`src/rtl/execute_unit_pkg.sv`:
```
// execute_unit_pkg: shared instruction, opcode and divider-state types for the execute stage
package execute_unit_pkg;
  typedef enum logic [3:0] {
    EX_ADD, EX_SUB, EX_AND, EX_OR, EX_XOR, EX_SLL, EX_SRL, EX_SRA,
    EX_SLT, EX_SLTU, EX_LUI, EX_MUL, EX_DIV, EX_DIVU, EX_REM, EX_REMU
  } ex_op_e;
  typedef struct packed {
    ex_op_e     exop;
    logic       alusrc;
    logic       memread;
    logic       memwrite;
    logic       regwrite;
    logic [4:0] rd;
  } inst_t;
  typedef enum logic [1:0] {DIV_IDLE, DIV_RUN, DIV_FIX, DIV_DONE} div_state_e;
  function automatic logic is_div_op(input ex_op_e op);
    return op inside {EX_DIV, EX_DIVU, EX_REM, EX_REMU};
  endfunction
endpackage

```
`src/rtl/execute_unit_divider.sv`:
```
// divider_radix2: restoring radix-2 divider on magnitudes with a final sign-fixup cycle
module divider_radix2
  import execute_unit_pkg::*;
#(
  parameter int XLEN       = 32,
  parameter int DIV_CYCLES = 33
) (
  input  logic            clk,
  input  logic            rst,
  input  logic            start,
  input  logic            abort,
  input  logic            signed_op,
  input  logic [XLEN-1:0] dividend,
  input  logic [XLEN-1:0] divisor,
  output logic            busy,
  output logic [XLEN-1:0] quotient,
  output logic [XLEN-1:0] remainder
);
  localparam int CW = $clog2(XLEN);
  localparam logic [CW-1:0] LAST = CW'(DIV_CYCLES - 2);
  div_state_e state_q, state_d;
  logic [CW-1:0] cnt_q;
  logic [XLEN-1:0] quo_q, rem_q, dsr_q;
  logic qneg_q, rneg_q, take;
  logic [XLEN:0] shifted;
  function automatic logic [XLEN-1:0] mag(input logic [XLEN-1:0] x, input logic s);
    return (s && x[XLEN-1]) ? -x : x;
  endfunction
  assign busy = state_q == DIV_RUN || state_q == DIV_FIX;
  assign shifted = {rem_q, quo_q[XLEN-1]};
  assign take = shifted >= {1'b0, dsr_q};
  assign quotient = quo_q;
  assign remainder = rem_q;
  always_comb
    state_d = abort ? DIV_IDLE :
              (start && !busy) ? DIV_RUN :
              (state_q == DIV_RUN && cnt_q == LAST) ? DIV_FIX :
              (state_q == DIV_FIX) ? DIV_DONE : state_q;
  always_ff @(posedge clk)
    if (rst) begin
      state_q <= DIV_IDLE;
      cnt_q   <= '0;
      quo_q   <= '0;
      rem_q   <= '0;
      dsr_q   <= '0;
      qneg_q  <= 1'b0;
      rneg_q  <= 1'b0;
    end else begin
      state_q <= state_d;
      cnt_q   <= (state_q == DIV_RUN && !abort) ? cnt_q + 1'b1 : '0;
      if (start && !busy) begin
        quo_q  <= mag(dividend, signed_op);
        rem_q  <= '0;
        dsr_q  <= mag(divisor, signed_op);
        // a zero divisor keeps the all-ones quotient whatever the signs
        qneg_q <= signed_op && (dividend[XLEN-1] ^ divisor[XLEN-1]) && |divisor;
        rneg_q <= signed_op && dividend[XLEN-1];
      end else if (state_q == DIV_RUN) begin
        quo_q <= {quo_q[XLEN-2:0], take};
        rem_q <= take ? XLEN'(shifted - {1'b0, dsr_q}) : shifted[XLEN-1:0];
      end else if (state_q == DIV_FIX) begin
        quo_q <= qneg_q ? -quo_q : quo_q;
        rem_q <= rneg_q ? -rem_q : rem_q;
      end
    end
endmodule

```
`src/rtl/execute_unit.sv`:
```
// execute_unit: DE pipeline registers, ALU, two-cycle multiplier and iterative divider feeding the memory stage
module execute_unit
  import execute_unit_pkg::*;
#(
  parameter int XLEN       = 32,
  parameter int DIV_CYCLES = 33
) (
  input  logic            clk,
  input  logic            rst,
  input  logic            enable,
  input  logic            flush,
  output logic            fin,
  input  inst_t           inst,
  input  logic [XLEN-1:0] src1,
  input  logic [XLEN-1:0] src2,
  input  logic [XLEN-1:0] imm,
  output inst_t           inst_out,
  output logic [XLEN-1:0] aluresult,
  output logic [XLEN-1:0] result,
  output logic [XLEN-1:0] rdata1
);
  inst_t inst_q;
  logic [XLEN-1:0] src1_q, src2_q, imm_q, mul_q, op_b, alu, quotient, remainder;
  logic [4:0] sh;
  logic mul_pend_q, busy, capture;
  assign capture = enable && !flush && !busy;
  assign op_b = inst_q.alusrc ? imm_q : src2_q;
  assign sh = op_b[4:0];
  always_ff @(posedge clk)
    if (rst || flush) begin
      inst_q     <= '0;
      src1_q     <= '0;
      src2_q     <= '0;
      imm_q      <= '0;
      mul_q      <= '0;
      mul_pend_q <= 1'b0;
    end else begin
      if (capture) begin
        inst_q <= inst;
        src1_q <= src1;
        src2_q <= src2;
        imm_q  <= imm;
      end
      mul_pend_q <= capture && inst.exop == EX_MUL;
      mul_q      <= src1_q * op_b;
    end
  always_comb begin
    alu = src1_q + op_b;
    case (inst_q.exop)
      EX_SUB:  alu = src1_q - op_b;
      EX_AND:  alu = src1_q & op_b;
      EX_OR:   alu = src1_q | op_b;
      EX_XOR:  alu = src1_q ^ op_b;
      EX_SLL:  alu = src1_q << sh;
      EX_SRL:  alu = src1_q >> sh;
      EX_SRA:  alu = $signed(src1_q) >>> sh;
      EX_SLT:  alu = {{(XLEN-1){1'b0}}, $signed(src1_q) < $signed(op_b)};
      EX_SLTU: alu = {{(XLEN-1){1'b0}}, src1_q < op_b};
      EX_LUI:  alu = op_b;
      default: ;
    endcase
  end
  divider_radix2 #(.XLEN(XLEN), .DIV_CYCLES(DIV_CYCLES)) u_div (
    .clk       (clk),
    .rst       (rst),
    .start     (capture && is_div_op(inst.exop)),
    .abort     (flush),
    .signed_op (inst.exop == EX_DIV || inst.exop == EX_REM),
    .dividend  (src1),
    .divisor   (inst.alusrc ? imm : src2),
    .busy      (busy),
    .quotient  (quotient),
    .remainder (remainder)
  );
  assign fin = !busy && !mul_pend_q;
  assign inst_out = inst_q;
  assign aluresult = src1_q + imm_q;
  assign rdata1 = src2_q;
  assign result = is_div_op(inst_q.exop)
                ? ((inst_q.exop == EX_DIV || inst_q.exop == EX_DIVU) ? quotient : remainder)
                : (inst_q.exop == EX_MUL) ? mul_q : alu;
endmodule

```
`config.mk`:
```
export PLATFORM = sky130hd
export DESIGN_NAME = execute_unit
export DESIGN_NICKNAME = d
export VERILOG_FILES = /design/src/rtl/execute_unit_pkg.sv /design/src/rtl/execute_unit_divider.sv /design/src/rtl/execute_unit.sv
export SDC_FILE = /design/constraint.sdc
export NUM_CORES = 2
export LEC_CHECK = 0
export ABC_CLOCK_PERIOD_IN_PS = 24600
export CORE_MARGIN = 2
export CORE_UTILIZATION = 35
export DETAILED_ROUTE_END_ITERATION = 8
export MAX_ROUTING_LAYER = met4
export PLACE_DENSITY_LB_ADDON = 0.25
export SETUP_SLACK_MARGIN = 0.3
export SYNTH_ARGS = -nofsm -noshare
export SYNTH_HDL_FRONTEND = slang
export SYNTH_SLANG_ARGS = --single-unit
export TNS_END_PERCENT = 5
```
`constraint.sdc`:
```
create_clock -name clk -period 24.6 [get_ports clk]
set_input_delay 3.69 -clock clk [delete_from_list [all_inputs] [get_ports clk]]
set_output_delay 3.69 -clock clk [all_outputs]
set_load 0.03 [all_outputs]
```
After elaboration in Yosys (flattened, before gate mapping)
Cells that the tools add are included.
{ "word_totals": {"register_bits": 247, "out_inout_bits": 110, "wordCells": 116} }
{ "op_classes": {"mul": 1, "eq_ne": 23, "n_reduce_logical": 34, "magnitude_cmp": 3, "n_bitwise": 5, "n_mux": 19, "n_shift": 3, "addsub": 9} }
{ "op_table": {"columns": ["operator", "n"], "rows": [
  ["$mux W32", 15],
  ["$pmux W32 S10", 1],
  ["$neg A32 Y32", 4],
  ["$add A32 B32 Y32", 2],
  ["$lt A32 B32 Y1", 2],
  ["$sub A32 B32 Y32", 2],
  ["$eq A4 B4 Y1 const B", 13],
  ["$ge A33 B32 Y1", 1],
  ["$and A32 B32 Y32", 1],
  ["$mul A32 B32 Y32", 1],
  ["$or A32 B32 Y32", 1],
  ["$reduce_or A32 Y1", 1],
  ["$shl A32 B5 Y32", 1],
  ["$shr A32 B5 Y32", 1],
  ["$sshr A32 B5 Y32", 1],
  ["$xor A32 B32 Y32", 1],
  ["$eq A4 B3 Y1 const B", 4],
  ["$logic_and A1 B1 Y1", 12],
  ["$reduce_bool A3 Y1", 3],
  ["$eq A4 B2 Y1 const B", 2],
  ["$reduce_bool A4 Y1", 2],
  ["$reduce_bool A2 Y1", 3],
  ["$reduce_or A2 Y1", 3],
  ["$add A5 B1 Y5 const B", 1],
  ["other kinds (12)", 19]
]} }

Logic depth before layout (Yosys ltp)
{ "logic_depth": {"depth_word": 8, "mapped_depth": 30} }

Hierarchy
From an unflattened synthesis, not the netlist that was laid out.
{ "hier_totals": {"cells_unflattened": 5307, "area_unflattened_um2": 40786.6} }
{ "modules_own_cells": {"columns": ["mod", "seq_area_each_um2", "n_inst", "cells_each", "area_per_inst_um2"], "rows": [
  ["execute_unit", 2842.7, 1, 4052, 31749.2],
  ["divider_radix2", 2102.0, 1, 1255, 9037.4]
]} }

Worst setup path before layout
OpenSTA, ideal clock, no wires.
{ "synth_timing": {"path_kind": "flip-flop to output port", "from": "register inst_q (netlist bit inst_out[8])", "to": "output result[29]", "path_stages_with_launch": 19, "arrival_time_ns": 5.742, "required_ns": 20.910, "path_slack_ns": 15.168, "n_path_buf": 7, "path_cell_list": "dfxtp_1 -> buf_2 -> mux2i_2 -> clkbuf_1 -> clkbuf_1 -> clkbuf_1 -> buf_1 -> buf_1 -> ha_1 -> clkbuf_1 -> o21a_1 -> a2111oi_0 -> o211ai_1 -> nand4_1 -> a2111oi_0 -> or3_1 -> a31oi_1 -> or4_1 -> a21oi_1"} }
{ "synth_between": {"elab_chain_cells": 5, "elab_cells_between_ends": 12} }
{ "synth_rtl": {"columns": ["element", "line_no", "rtl"], "rows": [
  ["start: declaration", "execute_unit.sv:22", "inst_t inst_q;"],
  ["start signal: assignment", "execute_unit.sv:39", "inst_q <= inst;"],
  ["$mux W32 *", "execute_unit.sv:27", "assign op_b = inst_q.alusrc ? imm_q : src2_q;"],
  ["$add A32 B32 Y32, or another cell as far along", "execute_unit.sv:48", "alu = src1_q + op_b;"],
  ["$pmux W32 S10 *", "execute_unit.sv:49", "case (inst_q.exop)"],
  ["$mux W32 *", "execute_unit.sv:81", ": (inst_q.exop == EX_MUL) ? mul_q : alu;"],
  ["$mux W32 *", "execute_unit.sv:80", "? ((inst_q.exop == EX_DIV || inst_q.exop == EX_DIVU) ? quotient : remainder)"],
  ["end: declaration", "execute_unit.sv:19", "output logic [XLEN-1:0] result,"]
]} }
Every way passes the cells marked *; elsewhere a longest branch is shown, timed or not.

Final worst setup path
{ "layout_timing": {"from": "register inst_q (netlist bit inst_out[8])", "to": "output result[10]"} }
The elaborated chain is that of the path after synthesis.

==> results.yml <==
synth:
  syn_nets: 6149
  synth_cell_type_count: 87
  syn-instance-count: 5329
  synth-async-reset-ratio_pct: 0
  synth-edff-count: 0
  avgSynthCellArea_sq_um: 7.63
  ys_seq_area_share_pct: 12.2
  ys_ff_latch: 247
  netlist_area_sq_um: 40600
  ys_warn_count: 0
  ys.flop_type: "dfxtp_1"
sta:
  whs_ps: 450
  drv_slew: 0
  fin_skew_ps: 12.5
  setup_viol: 0
  rsz0062_at_grt: "false"
  max_freq_ghz: 0.0909
  tightest_slew_ps: 1390
  finalSetupTns_ps: 0
  period_minus_slack_ps: 11000
  setup_ws_ps: 13600
  post-route-period-util_pct: 44.7
  hold_violations: 0
  slew_headroom_pct: 4.70
clock_network:
  path_clk_slew_ps: 60
  postCtsHoldBufs: 0
  root_buffer: "clkbuf_16"
  cts_setup_buffers: 0
  clock_sinks: 247
  htree_levels: 1
  cts_tree: "built"
  insertion_delay_ps: 620
  cts-buffers-inserted: 29
  cts_buffer_depth: 3
  post_cts_resize_count: 0
setup_path:
  ff2ff_setup_slack_ps: 15200
  crit_path_end_kind: "output port"
  critical_path_class: "flop to output port"
  cp_common_cell: "buf_4"
  path_max_fanout: 34
  reg2reg_depth: 24
  max_stage_delay_ps: 1140
  crit_path_top_delay_cell: "a2111oi_0"
  r2r-start: "inst_out[8]"
  path_cells: "buf_4 > mux2i_4 > buf_4 > clkinv_2 > ha_1 > fa_1 > nor2_1 > o311a_1 > or3_1 > a31o_2 > a21oi_1 > a221o_1 > a2111oi_0 > buf_4 > o22ai_1 > nand2_1 > o221ai_1 > clkdlybuf4s50_1"
  cp-start-kind: "flop"
  rr_endpoint: "mul_q[31]"
  worstPathArrival_ps: 7310
  cp.required_ps: 20910
routing:
  via_per_inst: 6.01
  drt_pass1_iterations: 8
  vias: 41600
  drt-initial-drc-count: 5007
  wirelength_mm: 190
  ant_nets: 0
  drc: 0
  wl_per_cell_um: 27.4
finish:
  regArea_sq_um: 4950
  fin_area_sq_um: 45600
  final_common_cell: "nand2_1"
  instances_no_fill: 6923
  multi_input_area_sq_um: 32400
  drive_gt1_share_pct: 5.70
  nNetsFinal: 6182
  layout_common_cells: "780 x nand2_1, 570 x nor2_1, 555 x inv_1, 423 x a21oi_1, 412 x fa_1"
  area_growth_syn_to_layout_pct: 12.2
  nFillCells: 12100
  finish.utilization_pct: 39.4
floorplanning:
  initial_core_util_pct: 35.1
  die_h_um: 345
  core-area_sq_um: 116000
  die-area_sq_um: 119000
  rows: 125
  io_pins: 223
  die_w_um: 345
placed_design:
  gp_congestion: 1.10
  place_hpwl_mm: 145
  dp_slack_ps: 14600
  io_buffers: 222
  postPlaceCellArea_sq_um: 44600
  dp.cells: 6855
grt:
  antenna_found_initial: 8
  grt_usage_pct: 32.5
  first_global_vias: 39800
  grt_remaining_overflow: 0
  grt_pass1_wl_mm: 276
  grt_max_degree: 89
worst_hold_path:
  whs_path_depth: 1
  holdPathEnd: "u_div.cnt_q[0]"
  timing.hold.worst.start: "u_div.cnt_q[0]"
  hold_path_class: "flop to flop"
pwr:
  finalPower_mw: 1.47
  switching_share_pct: 39.8
  p_clk_share_pct: 33.1
  leakagePower_nw: 19.2
  ir_worst_vdd_mv: 0.0319
  pwr-share-comb_pct: 37.8
  seqPwrFrac_pct: 29.1
  switching_power_uw: 584
  p_int_uw: 885
  p_per_area_nw_per_um2: 32.2
flow_run:
  max_cap_violations: 0
run_status:
  status: "finished clean"
[routing by layer]
layer	track usage, %	share of wire (%)	up-vias
met1	41.7	40	20400
li1	-	-	18200
met5	-	0	-
met4	17.5	6.8	0
met2	47.7	43	2492
met3	6.92	10	508
[synth_stat cells (11+ instances only)]
library cell  count  area [sq um]
a211o_1          14           123
a22oi_1          12          90.1
o21ai_0         196           981
ha_1            295          3690
xor2_1           50           438
clkinv_1         20          75.1
fa_1            412          8250
nor2_1          573          2150
nand3_1         100           500
o211ai_1         86           646
a221o_1          11           110
mux2i_1         155          1550
nor2b_1          19           119
nor4_1           27           169
o221ai_1         47           412
o31ai_1          28           210
or3_1            30           188
o21a_1           37           278
buf_1            35           131
a211oi_1         48           360
nand4_1          13          81.3
o2111ai_1        17           149
mux4_2           42           946
a2111oi_0        11          96.3
nand2b_1         41           257
nor3_1           81           405
nand2_1         781          2930
a21o_1           58           435
mux2_2           29           327
o21bai_1         18           135
o22ai_1          35           219
a21oi_1         424          2120
a31oi_1          55           344
dfxtp_1         247          4940
buf_2            12          60.1
and2_1           23           144
and3_1           36           225
clkbuf_1        294          1100
a221oi_1         39           342
xnor2_1         148          1300
inv_1           556          2090
[final cells by class]
type | instances | share of cell area (%)
tap | 1524 | 4.18
timing repair buffer | 344 | 6.86
sequential | 247 | 10.8
clock buffer | 37 | 1.77
antenna | 15 | 0.0823
multi-input combinational | 4162 | 71.0
clock inverter | 16 | 0.496
inverter | 578 | 4.76
[sequential cells by signal, indices dropped and copies added, names as in the netlist]
name             flops
u_div.rneg_q         1
inst_out            13
u_div.quotient      32
imm_q               32
rdata1              32
u_div.remainder     32
u_div.qneg_q         1
mul_pend_q           1
u_div.cnt_q          5
u_div.dsr_q         32
mul_q               32
u_div.state_q        2
src1_q              32
[critical path: cells and delay by family, from the launching register on]
family	cells	cell delay, ps
fa+ha+maj	2	880
compound gates	7	2290
buf+inv	5	2340
simple gates	3	470
flops	1	310
mux	1	320
[worst max-delay path by stage]
| stage | startpoint | end | slack, ps | cells after the start |
|---|---|---|---|---|
| after global placement | inst_out[8] | result[10] | 14600 | 18 |
| after detailed placement | inst_out[8] | result[10] | 14600 | 18 |
| after global routing | inst_out[8] | result[10] | 13560 | 18 |
| final | inst_out[8] | result[10] | 13600 | 18 |
| after floorplan | inst_out[8] | result[29] | 15170 | 18 |
| after CTS | inst_out[8] | result[10] | 13900 | 18 |
[power by group through the flow]
stage          Clock [mW]  Sequential, mW  Combinational, mW
2_1_floorplan           0           0.432              0.333
3_3_place_gp            0           0.435              0.539
3_5_place_dp            0           0.435              0.539
4_1_cts             0.493           0.427              0.542
5_1_grt             0.508           0.428              0.589
6_report            0.486           0.427              0.556
[kinds of logic after synthesis]
kind of cell | after synthesis | share of synthesized area, %
adders and majority gates | 707 | 29.4
muxes | 227 | 6.98
and+or+nand+nor | 1789 | 19.0
buffers and inverters | 920 | 8.55
xor gates and xnor gates | 198 | 4.27
DFF | 247 | 12.2
AOI/OAI and AO/OA | 1241 | 19.7
Note: power is estimated with default switching activity, not from simulation.
